`src/rtl/ram_share_arb.sv`:
```
// ram_share_arb: shares one dual-port RAM between two requesters (R0, R1).
// One RAM operation is in flight at a time. Arbitration is round-robin by
// default. Define RAM_SHARE_ARB_FIXED_PRIO_EN to make R0 always win instead.
// All RAM-side outputs and status outputs are registered.
module ram_share_arb #(
  parameter int depth = 8,
  parameter int width = 16,
  parameter int addr  = 3
) (
  input  logic             clk,
  input  logic             rst,
  input  logic             req0,
  input  logic             we0,
  input  logic [addr-1:0]  addr0,
  input  logic [width-1:0] wdata0,
  input  logic             req1,
  input  logic             we1,
  input  logic [addr-1:0]  addr1,
  input  logic [width-1:0] wdata1,
  output logic             gnt0,
  output logic             gnt1,
  output logic             rvalid0,
  output logic             rvalid1,
  output logic [width-1:0] rdata,
  output logic             busy,
  output logic             wr,
  output logic             rd,
  output logic [addr-1:0]  wraddr,
  output logic [addr-1:0]  rdaddr,
  output logic [width-1:0] din,
  input  logic [width-1:0] dout
);

  if (addr != $clog2(depth)) begin : g_addr_check
    $error("ram_share_arb: addr must equal clog2(depth)");
  end

  typedef enum logic [1:0] {
    IDLE,
    ISSUE,
    RDWAIT
  } state_t;

  state_t state, state_nxt;

  // Requester that owns the operation in flight; steers the rvalid pulse.
  logic owner, owner_nxt;

`ifndef RAM_SHARE_ARB_FIXED_PRIO_EN
  // Last requester granted; the other one wins a tie.
  logic last, last_nxt;
`endif

  logic             any_req;
  logic             sel;
  logic             sel_we;
  logic [addr-1:0]  sel_addr;
  logic [width-1:0] sel_wdata;

  logic             gnt0_nxt, gnt1_nxt;
  logic             rvalid0_nxt, rvalid1_nxt;
  logic             wr_nxt, rd_nxt, busy_nxt;
  logic [width-1:0] rdata_nxt, din_nxt;
  logic [addr-1:0]  wraddr_nxt, rdaddr_nxt;

  // Pick the winning requester and mux its command.
  always_comb begin
    any_req = req0 | req1;
`ifdef RAM_SHARE_ARB_FIXED_PRIO_EN
    sel = ~req0;
`else
    sel = (req0 & req1) ? ~last : ~req0;
`endif
    sel_we    = sel ? we1    : we0;
    sel_addr  = sel ? addr1  : addr0;
    sel_wdata = sel ? wdata1 : wdata0;
  end

  // State, pointer and all registered outputs; reset aborts any operation.
  always_ff @(posedge clk) begin
    if (!rst) begin
      state   <= IDLE;
      owner   <= 1'b0;
`ifndef RAM_SHARE_ARB_FIXED_PRIO_EN
      last    <= 1'b1;
`endif
      gnt0    <= 1'b0;
      gnt1    <= 1'b0;
      rvalid0 <= 1'b0;
      rvalid1 <= 1'b0;
      wr      <= 1'b0;
      rd      <= 1'b0;
      busy    <= 1'b0;
      wraddr  <= '0;
      rdaddr  <= '0;
      din     <= '0;
      rdata   <= '0;
    end else begin
      state   <= state_nxt;
      owner   <= owner_nxt;
`ifndef RAM_SHARE_ARB_FIXED_PRIO_EN
      last    <= last_nxt;
`endif
      gnt0    <= gnt0_nxt;
      gnt1    <= gnt1_nxt;
      rvalid0 <= rvalid0_nxt;
      rvalid1 <= rvalid1_nxt;
      wr      <= wr_nxt;
      rd      <= rd_nxt;
      busy    <= busy_nxt;
      wraddr  <= wraddr_nxt;
      rdaddr  <= rdaddr_nxt;
      din     <= din_nxt;
      rdata   <= rdata_nxt;
    end
  end

  // Next state: a read needs an extra cycle for the RAM data to return.
  always_comb begin
    state_nxt = state;
    unique case (state)
      IDLE:    if (any_req) state_nxt = ISSUE;
      ISSUE:   state_nxt = rd ? RDWAIT : IDLE;
      RDWAIT:  state_nxt = IDLE;
      default: state_nxt = IDLE;
    endcase
  end

  // Next values of the registered outputs; strobes and pulses default low.
  always_comb begin
    gnt0_nxt    = 1'b0;
    gnt1_nxt    = 1'b0;
    rvalid0_nxt = 1'b0;
    rvalid1_nxt = 1'b0;
    wr_nxt      = 1'b0;
    rd_nxt      = 1'b0;
    busy_nxt    = (state_nxt != IDLE);
    wraddr_nxt  = wraddr;
    rdaddr_nxt  = rdaddr;
    din_nxt     = din;
    rdata_nxt   = rdata;
    owner_nxt   = owner;
`ifndef RAM_SHARE_ARB_FIXED_PRIO_EN
    last_nxt    = last;
`endif
    unique case (state)
      IDLE: begin
        if (any_req) begin
          gnt0_nxt  = ~sel;
          gnt1_nxt  = sel;
          owner_nxt = sel;
`ifndef RAM_SHARE_ARB_FIXED_PRIO_EN
          last_nxt  = sel;
`endif
          if (sel_we) begin
            wr_nxt     = 1'b1;
            wraddr_nxt = sel_addr;
            din_nxt    = sel_wdata;
          end else begin
            rd_nxt     = 1'b1;
            rdaddr_nxt = sel_addr;
          end
        end
      end
      RDWAIT: begin
        rdata_nxt   = dout;
        rvalid0_nxt = ~owner;
        rvalid1_nxt = owner;
      end
      default: ;
    endcase
  end

endmodule

```
`config.mk`:
```
export PLATFORM = sky130hd
export DESIGN_NAME = ram_share_arb
export DESIGN_NICKNAME = d
export VERILOG_FILES = /design/src/rtl/ram_share_arb.sv
export SDC_FILE = /design/constraint.sdc
export NUM_CORES = 1
export LEC_CHECK = 0
export BUFFER_PORTS_ARGS = -buffer_cell sky130_fd_sc_hd__buf_4
export CAP_MARGIN = 20
export CORE_MARGIN = 3
export CORE_UTILIZATION = 40
export CTS_CLUSTER_DIAMETER = 30
export DETAILED_ROUTE_END_ITERATION = 8
export HOLD_SLACK_MARGIN = 0.08
export PLACE_DENSITY = 0.71
export SLEW_MARGIN = 30
export SYNTH_ARGS = -nofsm -noshare
export SYNTH_HDL_FRONTEND = slang
export SYNTH_SLANG_ARGS = --single-unit
```
`constraint.sdc`:
```
create_clock -name clk -period 3.7 [get_ports clk]
set_input_delay 0.555 -clock clk [delete_from_list [all_inputs] [get_ports clk]]
set_output_delay 0.555 -clock clk [all_outputs]
set_load 0.02 [all_outputs]
```
==> out/metrics.cfg, run 1 <==
[cells_and_area]
area_growth_pct=39.6
num-nets-final=389
final_common_cell=buf_4
register_area_sq_um=981
drive_gt1_frac=0.397
multi_input_area_sq_um=977
fill_cells=485
antenna_cells=0
final_cell_mix=105 x buf_4, 49 x dfxtp_1, 38 x nand2_1

[placement]
dp_hpwl_um=3990
portBuffers=104
place_congestion=0.715

[cts]
post-cts-setup-buffers=0
cts_max_level=2
hold_buffers=0
clock_latency_ns=0.30
ctsResizeCount=0
clk_pin_slew_ns=0.09
numCtsBuffers=5
cts.sinks=49
cts_max_path_buffers=2
clk_root_buffer_cell=clkbuf_8
cts_tree=done

[pwr]
clockPowerShare=0.320
peakVddDrop_v=0.000188
internal_power_uw=902
p_switching_uw=318
leakage_uw=0.00135
p_total_uw=1220
seqPwrFrac=0.474
switching_share=0.261
pwr-share-comb=0.206
powerDensity_mw_per_mm2=402

[run_status]
outcome=finished, final reports clean

[timing]
max_freq_mhz=569
hold_viol=0
rsz0062_at_grt=false
post-route-period-util=0.475
tns_ns=0
setup_viol=0
relSlewSlack=0.560
period_needed_ns=1.76
clock_skew_ns=0.00943
slew_viol_final=0
tightest_slew_ns=0.659

[routing]
totalWireLength_um=5640
drtPass1Iterations=4
ant_nets=0
drc=0
wl_per_cell_um=14.1
vias=2041
vias_per_cell=5.10
drtIter0Drc=106

[global_route]
grt_pass1_vias=2023
antenna_found_initial=0
grt_usage=0.184
grt_max_degree=26
overflow=0
grt_pass1_wl_um=9320

[setup_path]
max_stage_delay_ns=0.47
regToRegSetupSlack_ns=1.97
path_cells=buf_4, nor2b_4, o21ai_4, a21oi_4, o221a_2
crit_required_ns=3.95
arrival_ns=2.01
r2r_end=din[13]
critPathCaptureType=flip-flop
reg2reg_depth=4
cp-start-kind=input port
critPathMaxFanout=21
cp_slowest_cell=a21oi_4
r2r_start=last
critical_path_class=in -> reg

[worst_hold_path]
hold_class=reg -> reg
holdCritStartpoint=owner
whs_path_depth=1
whs_endpoint=rvalid0

[logic_synthesis]
netlist_instances=240
yosysSeqAreaShare=0.451
syn-num-nets=300
synth_area_leader_cell=dfxtp_1
syn_area_sq_mm=0.00217
avgSynthCellArea_sq_um=9.06
ys_seq_elements=49
synthTopCellsByArea=dfxtp_1 45%, nor4b_1 7.7%, nand2_1 6.6%
yosys_warnings=0
yosysTopAreaCellShare=0.451
ys_types=32

[floorplanning]
fp-row-count=26
core_area_sq_mm=0.00517
die_w_um=79.7
io_pins=105
dieHeight_um=79.7
fp.dieArea_sq_mm=0.00635
start_util=0.420

[job]
cap_violations=0

==> flip-flops by register name (all words and copies together) (netlist names) <==
| register | count |
|---|---|
| busy | 1 |
| din | 16 |
| gnt0 | 1 |
| gnt1 | 1 |
| last | 1 |
| owner | 1 |
| rd | 1 |
| rdaddr | 3 |
| rdata | 16 |
| rvalid0 | 1 |
| rvalid1 | 1 |
| state | 2 |
| wr | 1 |
| wraddr | 3 |
==> cell usage after synthesis <==
| cell | number |
|---|---|
| inv_1 | 21 |
| a311oi_1 | 3 |
| nand2_4 | 1 |
| o221a_1 | 10 |
| nand3_2 | 1 |
| nor2b_4 | 1 |
| or2b_4 | 1 |
| dfxtp_1 | 49 |
| a21oi_1 | 21 |
| a21oi_4 | 1 |
| o221a_2 | 10 |
| clkbuf_1 | 10 |
| buf_4 | 2 |
| o21ai_4 | 1 |
| o21ai_0 | 1 |
| a31oi_1 | 19 |
| nor2b_1 | 1 |
| nor4b_1 | 19 |
| o21ai_1 | 1 |
| buf_2 | 6 |
| and4b_1 | 1 |
| a21o_1 | 1 |
| nand2b_1 | 1 |
| buf_6 | 5 |
| nor3_1 | 2 |
| nor2_1 | 6 |
| and2_1 | 1 |
| inv_2 | 1 |
| and3_1 | 1 |
| o21a_1 | 1 |
| nand3_1 | 3 |
| nand2_1 | 38 |
==> stage by stage <==
step	std cells	setup slack [ns]	utilization	cell area (sq um)	hold slack (ns)
2_1_floorplan	240	2.15	-	2170	0.417
3_3_place_gp	392	1.65	0.563	2910	0.433
3_5_place_dp	392	1.60	0.564	2920	0.441
4_1_cts	400	1.92	0.586	3030	0.453
5_1_grt	400	1.81	0.586	3030	0.469
6_report	400	1.94	0.586	3030	0.450
==> power by group through the flow <==
stage / logic (uW) / clock network, uW / registers (uW)
after floorplan: 111 / 0 / 622
after detailed placement: 254 / 0 / 589
final: 251 / 391 / 578
after global routing: 275 / 426 / 582
after global placement: 251 / 0 / 590
after CTS: 254 / 402 / 578
==> routing by layer <==
| metal | vias to the layer above | wire length (um) | track usage |
|---|---|---|---|
| met5 | - | 0 | 0 |
| met4 | 0 | 75 | 0.0739 |
| met3 | 8 | 495 | 0.0530 |
| met2 | 77 | 2620 | 0.297 |
| met1 | 918 | 2450 | 0.229 |
| li1 | 1038 | - | - |
==> kinds of logic (layout without fill, tap and decap cells) <==
kind of cell | after synthesis | after routing | share of synthesized area
AND/OR/NAND/NOR | 77 | 77 | 0.202
buffers and inverters | 45 | 135 | 0.102
AO/OA/AOI/OAI | 69 | 69 | 0.245
flip-flops | 49 | 49 | 0.451
==> worst max-delay path: cells and delay by family <==
kind,cells,cell delay (ns)
buffers and inverters,1,0.11
AO/OA/AOI/OAI,3,0.89
AND/OR/NAND/NOR,1,0.45
==> worst max path at each step <==
stage,startpoint,end,slack (ns),cells after the start
2_1_floorplan,req1,din[2],2.15,6
3_3_place_gp,req1,din[15],1.65,5
3_5_place_dp,req1,din[13],1.60,5
4_1_cts,req1,din[13],1.92,5
5_1_grt,last,din[3],1.81,4
6_report,req1,din[13],1.94,5
==> layout make-up <==
cell class / instances / share of cell area
Clock buffer: 7 / 0.0285
Sequential cell: 49 / 0.323
Tap cell: 70 / 0.0289
Clock inverter: 1 / 0.00990
Timing Repair Buffer: 105 / 0.260
Inverter: 22 / 0.0272
Multi-Input combinational cell: 146 / 0.322
Power figures use the tool's default switching activity.
==> run 2: changes to the inputs <==
==> constraint.sdc (replaced) <==
create_clock -name clk -period 1.75 [get_ports clk]
set_input_delay 0.2625 -clock clk [delete_from_list [all_inputs] [get_ports clk]]
set_output_delay 0.2625 -clock clk [all_outputs]
set_load 0.02 [all_outputs]
==> run 2 against run 1 <==
  * Via count up 1.0%
  * Routed wire length is 0.28% lower
  * Design area is 0.12% higher
  * Worst setup slack got worse by 1.7 ns
  * Power increased by 98%
  * Critical path type is now reg -> reg
  * Largest power group unchanged
==> out/metrics.cfg, run 2 (same netlist as run 1, synthesis figures left out) <==
[run_status]
outcome=finished, final reports clean  ; unchanged

[routing]
drc=0  ; unchanged
drtIter0Drc=59  ; was 106
vias_per_cell=5.12  ; was 5.10
drtPass1Iterations=4  ; unchanged
vias=2062  ; was 2041
ant_nets=0  ; unchanged
totalWireLength_um=5620  ; was 5640 um
wl_per_cell_um=13.9  ; was 14.1 um

[floorplanning]
fp-row-count=26  ; unchanged
io_pins=105  ; unchanged
start_util=0.420  ; unchanged
die_w_um=79.7  ; unchanged
core_area_sq_mm=0.00517  ; unchanged
dieHeight_um=79.7  ; unchanged
fp.dieArea_sq_mm=0.00635  ; unchanged

[setup_path]
cp_slowest_cell=a21oi_4  ; unchanged
crit_required_ns=2.00  ; was 3.95 ns
reg2reg_depth=4  ; unchanged
cp-start-kind=flip-flop  ; was input port
r2r_start=last  ; unchanged
max_stage_delay_ns=0.49  ; was 0.47 ns
cp_top_family=compound AO/OA/AOI/OAI gates  ; unchanged
arrival_ns=1.80  ; was 2.01 ns
r2r_end=din[14]  ; was din[13]
path_cells=nor2b_4, o21ai_4, a21oi_4, o221a_2  ; was buf_4, nor2b_4, o21ai_4, a21oi_4, o221a_2
critical_path_class=reg -> reg  ; was in -> reg
critPathCaptureType=flip-flop  ; unchanged
crit_end=din[14]  ; was din[13]
regToRegSetupSlack_ns=0.20  ; was 1.97 ns
critPathMaxFanout=19  ; was 21
crit_start=last  ; was req1
crit_buf_inv=0  ; was 1
cp.depth=4  ; was 5

[cts]
ctsResizeCount=0  ; unchanged
cts_tree=done  ; unchanged
post-cts-setup-buffers=0  ; unchanged
clk_root_buffer_cell=clkbuf_8  ; unchanged
cts.sinks=49  ; unchanged
cts_max_level=2  ; unchanged
hold_buffers=0  ; unchanged
clk_pin_slew_ns=0.09  ; about the same
cts_max_path_buffers=2  ; unchanged
numCtsBuffers=5  ; unchanged
clock_latency_ns=0.30  ; about the same

[cells_and_area]
area_growth_pct=39.7  ; was 39.6%
final_common_cell=buf_4  ; unchanged
drive_gt1_frac=0.399  ; was 0.397
antenna_cells=0  ; unchanged
final_core_util=0.587  ; was 0.586
num-nets-final=392  ; was 389
final_cell_mix=107 x buf_4, 49 x dfxtp_1, 38 x nand2_1  ; was 105 x buf_4, 49 x dfxtp_1, 38 x nand2_1
biggestRegsByFlops=din x16, rdata x16  ; unchanged

[pwr]
seqPwrFrac=0.507  ; was 0.474
pwr-share-comb=0.224  ; was 0.206
p_total_uw=2410  ; was 1220 uW
leakage_uw=0.00134  ; was 0.00135 uW
p_switching_uw=684  ; was 318 uW
powerDensity_mw_per_mm2=795  ; was 402 mW/mm^2
switching_share=0.283  ; was 0.261
internal_power_uw=1730  ; was 902 uW
peakVddDrop_v=0.000338  ; was 0.000188 V
clockPowerShare=0.270  ; was 0.320

[global_route]
grt_usage=0.177  ; was 0.184
grt_pass1_wl_um=8840  ; was 9320 um
grt_pass1_vias=1926  ; was 2023
antenna_found_initial=0  ; unchanged
overflow=0  ; unchanged
grt_max_degree=26  ; unchanged

[timing]
relSlewSlack=0.566  ; was 0.560
period_needed_ns=1.55
hold_viol=0  ; unchanged
tns_ns=0  ; unchanged
post-route-period-util=0.885
slew_viol_final=0  ; unchanged
clock_skew_ns=0.0108  ; was 0.00943 ns
rsz0062_at_grt=false  ; unchanged
tightest_slew_ns=0.651  ; was 0.659 ns
setup_viol=0  ; unchanged
max_freq_mhz=646

[placement]
dp_hpwl_um=3980  ; was 3990 um
place_congestion=0.691  ; was 0.715
portBuffers=104  ; unchanged

[worst_hold_path]
hold_class=in -> reg  ; was reg -> reg

[job]
cap_violations=0  ; unchanged

==> run 2: area by class of cell <==
cell class,count,area [sq um]
fillers,464,2140
flip-flops and latches,49,981
multi-input cells,146,975
repair buffers,108,823
well taps,70,87.6
inverters,22,82.6
clock buffers,6,72.6
clock inverters,2,15.0
==> run 2: power by group through the flow <==
stage	Sequential, uW	Combinational (uW)	Clock (uW)
CTS	1220	545	678
global placement	1250	540	0
detailed placement	1250	547	0
floorplan	1320	234	0
global route	1230	583	714
finish	1220	540	651
==> run 2: metrics by stage <==
step / cells / instance area [sq um] / hold slack [ns] / setup slack (ns)
after global routing: 403 / 3040 / 0.200 / 0.0629
after global placement: 395 / 2950 / 0.431 / 0.180
after CTS: 403 / 3040 / 0.188 / 0.168
final: 403 / 3040 / 0.199 / 0.201
after floorplan: 240 / 2170 / 0.398 / 0.448
after detailed placement: 395 / 2950 / 0.438 / 0.113
==> run 2: worst min path at each step <==
stage	start	endpoint	slack (ns)	depth (start not counted)
floorplan	dout[0]	rdata[0]	0.40	2
global placement	owner	rvalid0	0.43	1
detailed placement	owner	rvalid0	0.44	1
CTS	dout[15]	rdata[15]	0.19	3
global route	dout[3]	rdata[3]	0.20	3
finish	dout[2]	rdata[2]	0.20	3
==> run 2: worst min-delay path: cells and delay by family <==
family	cells	cell delay, ns
AOI/OAI and AO/OA	1	0.05
and+or+nand+nor	1	0.04
buffers and inverters	1	0.11
==> run 2: layer usage <==
metal	wire, um	GRT usage	up-vias
li1	-	-	1044
met1	2430	0.208	914
met2	2510	0.292	95
met3	590	0.0655	9
met4	88	0.0636	0
met5	0	0	-
